File: src/rtl/sync_down_counter.sv
// sync_down_counter: loadable down counter with terminal-count pulse, optional auto-reload and a run/idle/done FSM
module sync_down_counter #(
  parameter int WIDTH = 8
) (
  input  logic             clk,
  input  logic             rst,
  input  logic             load,
  input  logic [WIDTH-1:0] load_val,
  input  logic             en,
  input  logic             auto_reload,
  output logic [WIDTH-1:0] count,
  output logic             tc,
  output logic             busy
);
  typedef enum logic [1:0] {IDLE, RUN, DONE} state_t;
  state_t           state_q, state_d;
  logic [WIDTH-1:0] count_q, count_d;
  logic [WIDTH-1:0] reload_q, reload_d;
  logic             tc_q, tc_d;
  logic             last;
  assign last  = count_q == WIDTH'(1);
  assign count = count_q;
  assign tc    = tc_q;
  assign busy  = state_q == RUN;
  // next state: load wins over counting; terminal count either reloads or parks in DONE
  always_comb begin
    state_d  = state_q;
    count_d  = count_q;
    reload_d = reload_q;
    tc_d     = 1'b0;
    if (load) begin
      count_d  = load_val;
      reload_d = load_val;
      state_d  = load_val != '0 ? RUN : IDLE;
    end else if (state_q == RUN && en && count_q != '0) begin
      tc_d    = last;
      count_d = !last ? count_q - WIDTH'(1) : auto_reload ? reload_q : '0;
      state_d = last && !auto_reload ? DONE : RUN;
    end
  end
  // state, count, reload and tc registers with asynchronous clear
  always_ff @(posedge clk or posedge rst) begin
    if (rst) begin
      state_q  <= IDLE;
      count_q  <= '0;
      reload_q <= '0;
      tc_q     <= 1'b0;
    end else begin
      state_q  <= state_d;
      count_q  <= count_d;
      reload_q <= reload_d;
      tc_q     <= tc_d;
    end
  end
endmodule
File: config.mk
export PLATFORM = sky130hd
export DESIGN_NAME = sync_down_counter
export DESIGN_NICKNAME = d
export VERILOG_FILES = /design/src/rtl/sync_down_counter.sv
export SDC_FILE = /design/constraint.sdc
export NUM_CORES = 1
export LEC_CHECK = 0
export CELL_PAD_IN_SITES_DETAIL_PLACEMENT = 0
export CELL_PAD_IN_SITES_GLOBAL_PLACEMENT = 1
export CORE_MARGIN = 2
export CORE_UTILIZATION = 38
export CTS_CLUSTER_DIAMETER = 80
export DETAILED_ROUTE_END_ITERATION = 10
export PLACE_DENSITY = 0.89
export SYNTH_ARGS = -nofsm -noshare
export SYNTH_HDL_FRONTEND = slang
export SYNTH_SLANG_ARGS = --single-unit
File: constraint.sdc
create_clock -name clk -period 1.9 [get_ports clk]
set_input_delay 0.285 -clock clk [delete_from_list [all_inputs] [get_ports clk]]
set_output_delay 0.285 -clock clk [all_outputs]
set_load 0.02 [all_outputs]
* After elaboration in Yosys (flattened, before gate mapping) *
Index checks and enable logic that the tools add are counted.

storage, ports and cells
  bits of input ports = 13
  output and inout bits = 10
  bits in registers = 19

operators by class
  reductions and logical operators = 7
  add/subtract/negate cells = 1
  mux-type cells = 10
  equality and inequality tests = 2

operators with widths
  kind                                              number
  2-to-1 mux 8 bit                                  4
  nonzero test 8 bit                                2
  == test 8 x 1 -> 1 bit, second input constant     1
  subtractor 8 x 1 -> 8 bit, second input constant  1
  2-to-1 mux 2 bit                                  3
  logical AND 1 bit                                 3
  2-to-1 mux 1 bit                                  3
  == test 2 x 1 -> 1 bit, second input constant     1
  nonzero test 2 bit                                1
  zero test 1 bit                                   1

* Longest topological paths before layout *
  word-level depth = 5
  depth in mapped cells = 6
  gate-level depth less buffers = 6

* Least setup slack after synthesis *
No wires, ideal clock.

  path kind = reg2reg
  start = reg count_q[0] (netlist: count[0])
  end = reg count_q[6] (netlist: count[6])
  cell stages (with the launch flop) = 6
  arrival time = 1752 ps
  setup time = 66 ps
  clock period less this slack = 1818 ps
  slack = 82 ps
  path through = dfrtp_1 > inv_1 > ha_1 > or4b_4 > o41ai_2 > a22o_1

on the way
  word-level cells in the longest chain between the ends = 4
  elaborated cells between the ends (all ways) = 8

ends and longest elaborated chain
  item                                                                 line    RTL
  start: declaration                                                   17      logic [WIDTH-1:0] count_q, count_d;
  start signal: assignment                                             50      count_q <= count_d;
  subtractor 8 x 1 -> 8 bit or == test 8 x 1 -> 1 bit (tied branches)  37, 21
  2-to-1 mux 8 bit                                                     37      count_d = !last ? count_q - WIDTH'(1) : auto_reload ? reload_q : '0;
  2-to-1 mux 8 bit                                                     35      end else if (state_q == RUN && en && count_q != '0) begin
  2-to-1 mux 8 bit                                                     31      if (load) begin

Parallel ways exist; a longest one is shown, timed or not. The select of a mux whose other input is x is not followed.
A chain may end at the register's enable or synchronous reset.

* Final worst setup path *
  start = reg count_q[6] (netlist: count[6])
  end = out count[6]

RTL lines
  item              line  RTL
  end: declaration  11    output logic [WIDTH-1:0] count,

No word-level cell between the ends.

==> results.py <==
metrics = {
    "sta": {
        "final_max_slew_viol_count": 0,
        "max-slew-margin-rel": 0.726,
        "final.setup.worst_slack_ns": 0.0878,
        "grt_setup_unrepaired": "false",
        "clock_skew_ns": 0.00269,
        "highest_clock_rate_mhz": 552,
        "worstMarginPinSlew_ns": 0.409,
        "timing.setup.tns_ns": 0,
        "period_share": 0.954,
        "report.final.setup_viol": 0,
        "final_period_minus_worst_setup_slack_ns": 1.81,
        "timing.final.hold_violations": 0,
    },
    "grt": {
        "grt_pass1_wl_um": 4800,
        "grt_antenna_before_repair": 0,
        "grt_max_degree": 20,
        "grt_pass1_vias": 1077,
        "grt_overflow": 0,
        "grtUsageTotal": 0.187,
    },
    "synthesis": {
        "fraction_of_synthesized_cell_area_taken_by_the_top_area_cell_type": 0.424,
        "netlist_top_cells_area": "sky130_fd_sc_hd__dfrtp_1 (42%), sky130_fd_sc_hd__nor2b_1 (4.5%), sky130_fd_sc_hd__o21ai_0 (3.1%)",
        "synth_top_flop_cell": "sky130_fd_sc_hd__dfrtp_1",
        "syn-num-nets": 129,
        "register_area_share_after_synthesis": 0.424,
        "avgSynthCellArea_um2": 9.84,
        "synth_largest_area_cell": "sky130_fd_sc_hd__dfrtp_1",
        "synthArstFlopShare": 1.00,
        "synth.cell_area_um2": 1120,
        "ys_seq_elements": 19,
        "synth-edff-count": 0,
        "synth_cell_types": 42,
        "syn-instance-count": 114,
        "ys.warnings.count": 0,
    },
    "power": {
        "netSwitchingPower_uw": 498,
        "switching_share": 0.375,
        "power.static_leakage_uw": 0.000658,
        "irDropWorstVdd_mv": 0.651,
        "pwr-share-clk": 0.164,
        "combinationalPowerShare": 0.438,
        "power_density_nw_per_um2": 885,
        "power.internal_uw": 830,
        "power.share.sequential": 0.398,
    },
    "worst_setup_path": {
        "crit_path_top_delay_cell": "sky130_fd_sc_hd__clkdlybuf4s50_1",
        "crit_required_ns": 1.62,
        "crit_path_max_incr_delay_ns": 0.67,
        "worst_path_dominant_cell_family": "buffers and inverters",
        "worst_ep_arrival_time_ns": 1.53,
        "timing.critical_path.cells": "clkdlybuf4s50_1",
        "worstSetupPathType": "flip-flop to output pin",
        "startpoint_type_of_the_worst_setup_path": "flip-flop",
        "sum_of_buffers_and_inverters_on_the_critical_path": 1,
        "critical_path.endpoint_type": "output pin",
        "crit_fanout": 6,
    },
    "route": {
        "drt_iter0_drc": 43,
        "antenna_left": 0,
        "avgViaCountPerCell": 5.87,
        "drt_wl_total_um": 2990,
        "routed-via-count": 1069,
        "average_wire_per_cell_in_the_routed_design_um": 16.4,
        "remaining_drc_errors": 0,
        "drt_first_pass_iters": 4,
    },
    "clock_network": {
        "cts_buffers": 3,
        "clk_pin_slew_worst_paths_ns": 0.11,
        "cts_tree": "done",
        "cts.sink_count": 19,
        "cts.hold.buffers_added": 0,
        "cts_root_buffer": "sky130_fd_sc_hd__clkbuf_4",
        "cts.path.max_buffers": 2,
        "cts-htree-levels": 1,
        "clock_latency_ns": 0.31,
    },
    "die": {
        "starting_density_of_the_core": 0.404,
        "floorplan.rows": 19,
        "die_width_um": 58.3,
        "top_level_ports": 23,
        "dieHeight_um": 58.3,
        "core_region_area_um2": 2780,
        "die_area_um2": 3400,
    },
    "place": {
        "dp_hpwl_um": 2240,
        "placement.setup.worst_slack_ns": -0.0165,
        "numPortBuffers": 22,
        "globalplace.congestion": 0.846,
    },
    "cells_and_area": {
        "area.growth.synth_to_final_pct": 33.8,
        "finalCoreUtilization": 0.540,
        "drive_above_1_share": 0.192,
        "final_common_cell": "sky130_fd_sc_hd__clkdlybuf4s50_1",
        "antenna-diode-count": 0,
        "layout_common_cells": "sky130_fd_sc_hd__clkdlybuf4s50_1 (22), sky130_fd_sc_hd__dfrtp_1 (19), sky130_fd_sc_hd__buf_4 (15)",
        "fin_nets": 167,
    },
    "outcome": {
        "run_status": "finished clean",
    },
    "job": {
        "max_cap_violations": 0,
    },
    "hold_path": {
        "hold_path_class": "primary input to asynchronous set/reset pin",
    },
}
-- power by group through the flow --
stage	Clock [uW]	Sequential [uW]	Combinational, uW
after global placement	0	531	559
after global routing	233	540	625
after CTS	222	526	573
after floorplan	0	597	249
after detailed placement	0	534	570
final	218	529	581
-- area by class of cell --
cell class | instances | area (um^2)
well taps | 31 | 38.8
flip-flops and latches | 19 | 475
repair buffers | 37 | 333
multi-input cells | 84 | 602
clock buffers | 4 | 26.3
inverters | 7 | 26.3
fillers | 249 | 1280
-- timing repair --
action / CTS / global route
gates resized for setup: 0 / 2
hold endpoints to repair: 0 / 0
buffers inserted: 0 / 1
setup endpoints to repair: 0 / 3
-- final timing paths --
| kind | from | slack, ns | depth (start not counted) | end |
|---|---|---|---|---|
| min in group clk | reload_q[1] | 0.50 | 1 | reload_q[1] |
| worst min register to register | reload_q[1] | 0.50 | 1 | reload_q[1] |
| worst min-delay path | rst | 0.28 | 3 | reload_q[5] |
| worst max-delay path | count[6] | 0.09 | 1 | count[6] |
| max in group asynchronous | rst | 1.41 | 3 | count[2] |
| worst max register to register | count[1] | 0.15 | 7 | count[6] |
-- synth_stat cells, types with 3 or more instances --
library cell and n:
sky130_fd_sc_hd__dfrtp_1 19, sky130_fd_sc_hd__nor2b_1 8, sky130_fd_sc_hd__inv_1 7, sky130_fd_sc_hd__nor2_1 7, sky130_fd_sc_hd__o21ai_0 7, sky130_fd_sc_hd__nor4_1 5
sky130_fd_sc_hd__a21o_1 4, sky130_fd_sc_hd__a21oi_1 4, sky130_fd_sc_hd__and2_1 4, sky130_fd_sc_hd__o2bb2ai_1 4, sky130_fd_sc_hd__nand2_1 3, sky130_fd_sc_hd__or2_2 3
-- sequential cells by signal, indices dropped and copies added, names as in the netlist --
name / cells
tc: 1
count: 8
reload_q: 8
state_q: 2
-- cell families (layout without fill, tap and decap cells) --
kind of cell / after synthesis / count (layout) / synth area share
AND/OR/NAND/NOR: 47 / 47 / 0.271
AO/OA/AOI/OAI: 35 / 35 / 0.237
flip-flops: 19 / 19 / 0.424
buffers and inverters: 11 / 48 / 0.0457
adder cells (fa/ha/maj): 2 / 2 / 0.0223
-- metrics by stage --
step / hold WS (ns) / cell area (um^2) / instances / total power (uW)
after floorplan: 0.236 / 1120 / 114 / 846
after global routing: 0.302 / 1500 / 182 / 1400
after global placement: 0.454 / 1460 / 177 / 1090
final: 0.279 / 1500 / 182 / 1330
after CTS: 0.288 / 1490 / 181 / 1320
after detailed placement: 0.472 / 1460 / 177 / 1100
-- routing by layer --
| layer | routed length (um) | up-vias | share of wire | global-route usage |
|---|---|---|---|---|
| met3 | 183 | 7 | 0.061 | 0.0242 |
| met5 | 0 | - | 0 | 0 |
| met2 | 1480 | 50 | 0.50 | 0.313 |
| li1 | - | 505 | - | - |
| met1 | 1260 | 507 | 0.42 | 0.238 |
| met4 | 61 | 0 | 0.020 | 0.0930 |
No activity file was read; power rests on OpenSTA's default activity.
==> RTL edit 1: new RTL, same flow settings <==
Register the inputs `load`, `load_val`, `en` and `auto_reload` before use, without a reset. The logic sees them one clock later.
--- a/src/rtl/sync_down_counter.sv
+++ b/src/rtl/sync_down_counter.sv
@@ -13,6 +13,19 @@
   output logic             busy
 );
   typedef enum logic [1:0] {IDLE, RUN, DONE} state_t;
+
+  logic load_q;
+  logic [WIDTH-1:0] load_val_q;
+  logic en_q;
+  logic auto_reload_q;
+
+  always_ff @(posedge clk) begin
+    load_q        <= load;
+    load_val_q    <= load_val;
+    en_q          <= en;
+    auto_reload_q <= auto_reload;
+  end
+
   state_t           state_q, state_d;
   logic [WIDTH-1:0] count_q, count_d;
   logic [WIDTH-1:0] reload_q, reload_d;
@@ -28,14 +41,14 @@
     count_d  = count_q;
     reload_d = reload_q;
     tc_d     = 1'b0;
-    if (load) begin
-      count_d  = load_val;
-      reload_d = load_val;
-      state_d  = load_val != '0 ? RUN : IDLE;
-    end else if (state_q == RUN && en && count_q != '0) begin
+    if (load_q) begin
+      count_d  = load_val_q;
+      reload_d = load_val_q;
+      state_d  = load_val_q != '0 ? RUN : IDLE;
+    end else if (state_q == RUN && en_q && count_q != '0) begin
       tc_d    = last;
-      count_d = !last ? count_q - WIDTH'(1) : auto_reload ? reload_q : '0;
-      state_d = last && !auto_reload ? DONE : RUN;
+      count_d = !last ? count_q - WIDTH'(1) : auto_reload_q ? reload_q : '0;
+      state_d = last && !auto_reload_q ? DONE : RUN;
     end
   end
   // state, count, reload and tc registers with asynchronous clear
Behaviour: not the same (Yosys sat finds a counterexample within 4 cycles, from zero or initial values and one cycle with rst high).
==> RTL edit 1 against the original RTL <==
Final area rose by 19%; sequential share of layout area rose by 7.3 points; combinational power fell by 33%; setup slack got worse by 70 ps; register-to-register slack got worse by 130 ps; area after synthesis rose by 20%; largest cell class is now registers; total power rose by 14%; largest power group is now registers; synthesized cell count rose by 11%; sequential cell count rose by 11; sequential power rose by 43%; routed wire length rose by 5.4%.
==> RTL edit 1: results (changes against the original RTL) <==
.. list-table::
   :header-rows: 1

   * - Metric
     - Value
   * - Outcome
     - complete, no violations
   * - Final Hold Slack
     - 226.3 ps (-52.59 ps)
   * - Vias in the first global route
     - 1146 (+6.4%)
   * - Clock Latency Late Sink
     - 330 ps (+20 ps)
   * - Final Skew
     - 12.02 ps (+9.336 ps)
   * - Worst-case headroom to the max-slew limit
     - 73.80% (+1.2 points)
   * - Portion of the post-synthesis area used by sequential elements
     - 51.53% (+9.2 points)
   * - Met2 wire length
     - 1.487 mm (+0.47%)
   * - Nets
     - 178 (+6.6%)
   * - CP arrival
     - 2110 ps (+580 ps)
   * - Post-Layout Cell Count
     - 210 (+15%)
   * - Number of levels the H-tree was split into
     - 2 (+1)
   * - Multiplexer area fraction after synthesis
     - 5.839% (+5.8 points)
   * - Number of vias per cell
     - 5.490 (-6.5%)
   * - Peak supply drop
     - 490.4 uV (-25%)
   * - Layout cell share with drive strength beyond 1
     - 26.83% (+7.6 points)
   * - Number of inserted filler cells in the final layout
     - 330 (+33%)
   * - All-layer global routing usage
     - 17.28% (-1.4 points)
   * - Total CTS buffers
     - 5 (+2)
   * - Async set-or-reset flop fraction in the synthesized netlist
     - 63.33% (-37 points)
   * - Wl on met1
     - 1.429 mm (+13%)
   * - # placed instances
     - 201 (+14%)
   * - Met1 routing resource usage after global routing
     - 23.53% (-0.27 points)
   * - Static power due to leakage
     - 0.6990 nW (+6.2%)
   * - Routability-driven placement congestion ratio
     - 0.8938 (+5.7%)
   * - Internal reg-to-reg setup slack
     - 20 ps (-130 ps)
   * - Area added between synthesis and finish
     - 32.90%
   * - Placed Area
     - 1698 um^2 (+16%)
   * - Met3 Wirelength
     - 205 um (+12%)
   * - Global routing met2 resource utilization
     - 26.05% (-5.2 points)
   * - Per-cell routed wire length
     - 14.98 um (-8.7%)
   * - Leading post-synthesis cells by instance count
     - sky130_fd_sc_hd__dfrtp_1, sky130_fd_sc_hd__dfxtp_1, sky130_fd_sc_hd__inv_1
   * - Number of nets produced by synthesis
     - 141 (+9.3%)
-- RTL edit 1: layout make-up --
class / count / area, um^2 / share of cell area [%]
inverter: 9 / 33.78 / 1.883
timing repair buffer: 35 / 320.3 / 17.85
sequential: 30 / 699.4 / 38.98
clock inverter: 3 / 21.27 / 1.185
multi-input combinational: 82 / 624.3 / 34.80
tap: 46 / 57.56 / 3.208
clock buffer: 5 / 37.54 / 2.092
-- RTL edit 1: worst paths after layout --
kind	startpoint	cells after the start	endpoint
setup reg to reg	count[1]	6	state_q[0]
max in group asynchronous	rst	3	reload_q[0]
hold / removal	rst	2	count[6]
hold reg to reg	load_val_q[6]	2	reload_q[6]
min in group clk	load_val[2]	1	load_val_q[2]
setup / recovery	count[1]	6	state_q[0]
-- RTL edit 1: kinds of logic (layout without fill, tap and decap cells) --
logic type / after synthesis / after routing
buf+inv: 14 / 52
simple gates: 39 / 39
compound gates: 34 / 34
flops: 30 / 30
fa+ha+maj: 2 / 2
mux: 7 / 7
-- RTL edit 1: worst max-delay path: stages (launching register included) --
cell                      delay, ps
sky130_fd_sc_hd__dfrtp_2        410
sky130_fd_sc_hd__inv_1          110
sky130_fd_sc_hd__ha_2           230
sky130_fd_sc_hd__or3b_2         490
sky130_fd_sc_hd__nor3_2         180
sky130_fd_sc_hd__a21oi_1        110
sky130_fd_sc_hd__mux2_2         260
-- RTL edit 1: power by group through the flow --
stage | sequential (mW) | combinational, mW | clock [mW]
global placement | 0.763 | 0.371 | 0
floorplan | 0.787 | 0.175 | 0
global route | 0.763 | 0.420 | 0.430
finish | 0.755 | 0.388 | 0.376
detailed placement | 0.763 | 0.376 | 0
CTS | 0.751 | 0.379 | 0.384
==> RTL edit 2: new RTL, same flow settings <==
Without the edit above. `WIDTH`: 8 -> 6.
--- a/src/rtl/sync_down_counter.sv
+++ b/src/rtl/sync_down_counter.sv
@@ -1,6 +1,6 @@
 // sync_down_counter: loadable down counter with terminal-count pulse, optional auto-reload and a run/idle/done FSM
 module sync_down_counter #(
-  parameter int WIDTH = 8
+  parameter int WIDTH = 6
 ) (
   input  logic             clk,
   input  logic             rst,
Interface: changed (resized count and load_val); port bits go from 23 to 19. The function was not compared with the original's and may differ.
==> RTL edit 2 against the original RTL <==
First-iteration DRC count decreased by 91%; routed wire length decreased by 29%; final cell count decreased by 21%; highest routed layer unchanged; area after synthesis decreased by 23%; final area decreased by 22%; utilization decreased by 0.23 points; setup slack improved by 34 ps; hold slack improved by 79 ps; register-to-register slack got worse by 30 ps; fmax increased by 1.9%; sequential cell count decreased by 4.
Power is not compared: it rests on default switching activity, and its combinational part moved more than twofold at a synthesized area within 25%.
==> RTL edit 2: results (changes against the original RTL) <==
.. list-table::
   :header-rows: 1

   * - Metric
     - Value
   * - Outcome
     - complete, no violations
   * - Synth cell types
     - 36 (-14%)
   * - Worst slack, placed
     - 30.76 ps (+47.29 ps)
   * - Number of vias per cell
     - 5.500 (-6.4%)
   * - Non-Clock Buffer Count
     - 29 (-22%)
   * - R2R Path End
     - count[1]
   * - Number of nets produced by synthesis
     - 99 (-23%)
   * - Wire length of the first global-routing pass
     - 3.456 mm (-28%)
   * - All-layer global routing usage
     - 17.40% (-1.3 points)
   * - Number of inserted filler cells in the final layout
     - 220 (-12%)
   * - Final Hold Slack
     - 357.4 ps (+78.52 ps)
   * - Async set-or-reset flop fraction in the synthesized netlist
     - 100.0% (unchanged)
   * - Share of cell area taken by flip-flops and latches
     - 32.30% (+0.63 points)
   * - Finished layout cell area
     - 1166 um^2 (-22%)
   * - Met3 usage in global routing
     - 1.724% (-0.69 points)
   * - Avg Cell Area, Syn
     - 9.995 um^2 (+1.5%)
   * - Non-clock inverter count
     - 8 (+1)
   * - Layout cell share with drive strength beyond 1
     - 21.55% (+2.3 points)
   * - Final worst path period need
     - 1779 ps (-33.50 ps)
   * - Slowest cell on the critical path
     - sky130_fd_sc_hd__dfrtp_1
   * - Met3 Wirelength
     - 72 um (-61%)
   * - Port Buffer Count
     - 18 (-18%)
   * - Final Skew
     - 4.989 ps (+2.302 ps)
   * - Placed Area
     - 1139 um^2 (-22%)
   * - Worst reg2reg path startpoint
     - count[4]
   * - Pin count of the biggest net entering global routing
     - 16 (-20%)
   * - CTS clock-pin slew for the worst setup and hold paths
     - 90 ps (-20 ps)
   * - Vias in the first global route
     - 747 (-31%)
   * - Leading post-synthesis cells by instance count
     - sky130_fd_sc_hd__dfrtp_1, sky130_fd_sc_hd__inv_1, sky130_fd_sc_hd__a21oi_1, sky130_fd_sc_hd__nand2_1, sky130_fd_sc_hd__mux2_2
   * - Met2 wire length
     - 1.016 mm (-31%)
   * - Quantity of gates resized following cts
     - 0 (unchanged)
   * - Per-cell routed wire length
     - 14.78 um (-9.9%)
   * - Clock Latency Late Sink
     - 290 ps (-20 ps)
   * - Post-Layout Cell Count
     - 144 (-21%)
   * - Worst-case headroom to the max-slew limit
     - 60.24% (-12 points)
   * - Count of flip-flops and latches
     - 15 (-4)
   * - Area added between synthesis and finish
     - 35.66%
   * - Cell depth of the worst flop-to-flop path
     - 4 (-3)
   * - Clock network share of area
     - 2.253% (+0.50 points)
   * - Iter 0 DRT Violations
     - 4 (-91%)
   * - Global routing met2 resource utilization
     - 27.56% (-3.7 points)
   * - Number of combinational gates with multiple inputs
     - 60 (-29%)
[RTL edit 2: cell count changes after synthesis, moves of 4 or more]
| cell | unedited run | this run |
|---|---|---|
| sky130_fd_sc_hd__dfrtp_1 | 19 | 15 |
| sky130_fd_sc_hd__mux2_2 | 0 | 4 |
| sky130_fd_sc_hd__nor2_1 | 7 | 2 |
| sky130_fd_sc_hd__nor2b_1 | 8 | 2 |
| sky130_fd_sc_hd__nor4_1 | 5 | 1 |
| sky130_fd_sc_hd__o21ai_0 | 7 | 3 |
| sky130_fd_sc_hd__o2bb2ai_1 | 4 | 0 |
[RTL edit 2: report_power, final]
group / switching [mW] / internal [mW]
Combinational: 0.118 / 0.127
Clock: 0.109 / 0.0817
Sequential: 0.0292 / 0.348
Total: 0.256 / 0.557
[RTL edit 2: worst max-delay path: cells and delay by family (launching register included)]
family / cells / cell delay [ps]
simple gates: 1 / 460
compound gates: 3 / 750
flops: 1 / 460
[RTL edit 2: worst max-delay path by stage]
stage / start / end / slack [ps] / cells after the start
2_1_floorplan: count[0] / state_q[0] / 30 / 6
3_3_place_gp: en / count[1] / 90 / 6
3_5_place_dp: en / count[1] / 30 / 6
4_1_cts: count[0] / count[1] / 120 / 6
5_1_grt: count[0] / count[5] / 30 / 5
6_report: count[4] / count[1] / 120 / 4
[RTL edit 2: logic make-up (layout without fill, tap and decap cells)]
| family | count (synthesis) | in the layout | share of synthesized area [%] |
|---|---|---|---|
| compound gates | 25 | 25 | 21.54 |
| xor+xnor | 1 | 1 | 1.019 |
| fa+ha+maj | 2 | 2 | 2.911 |
| buf+inv | 11 | 41 | 5.676 |
| flops | 15 | 15 | 43.67 |
| mux | 5 | 5 | 6.404 |
| simple gates | 27 | 27 | 18.78 |
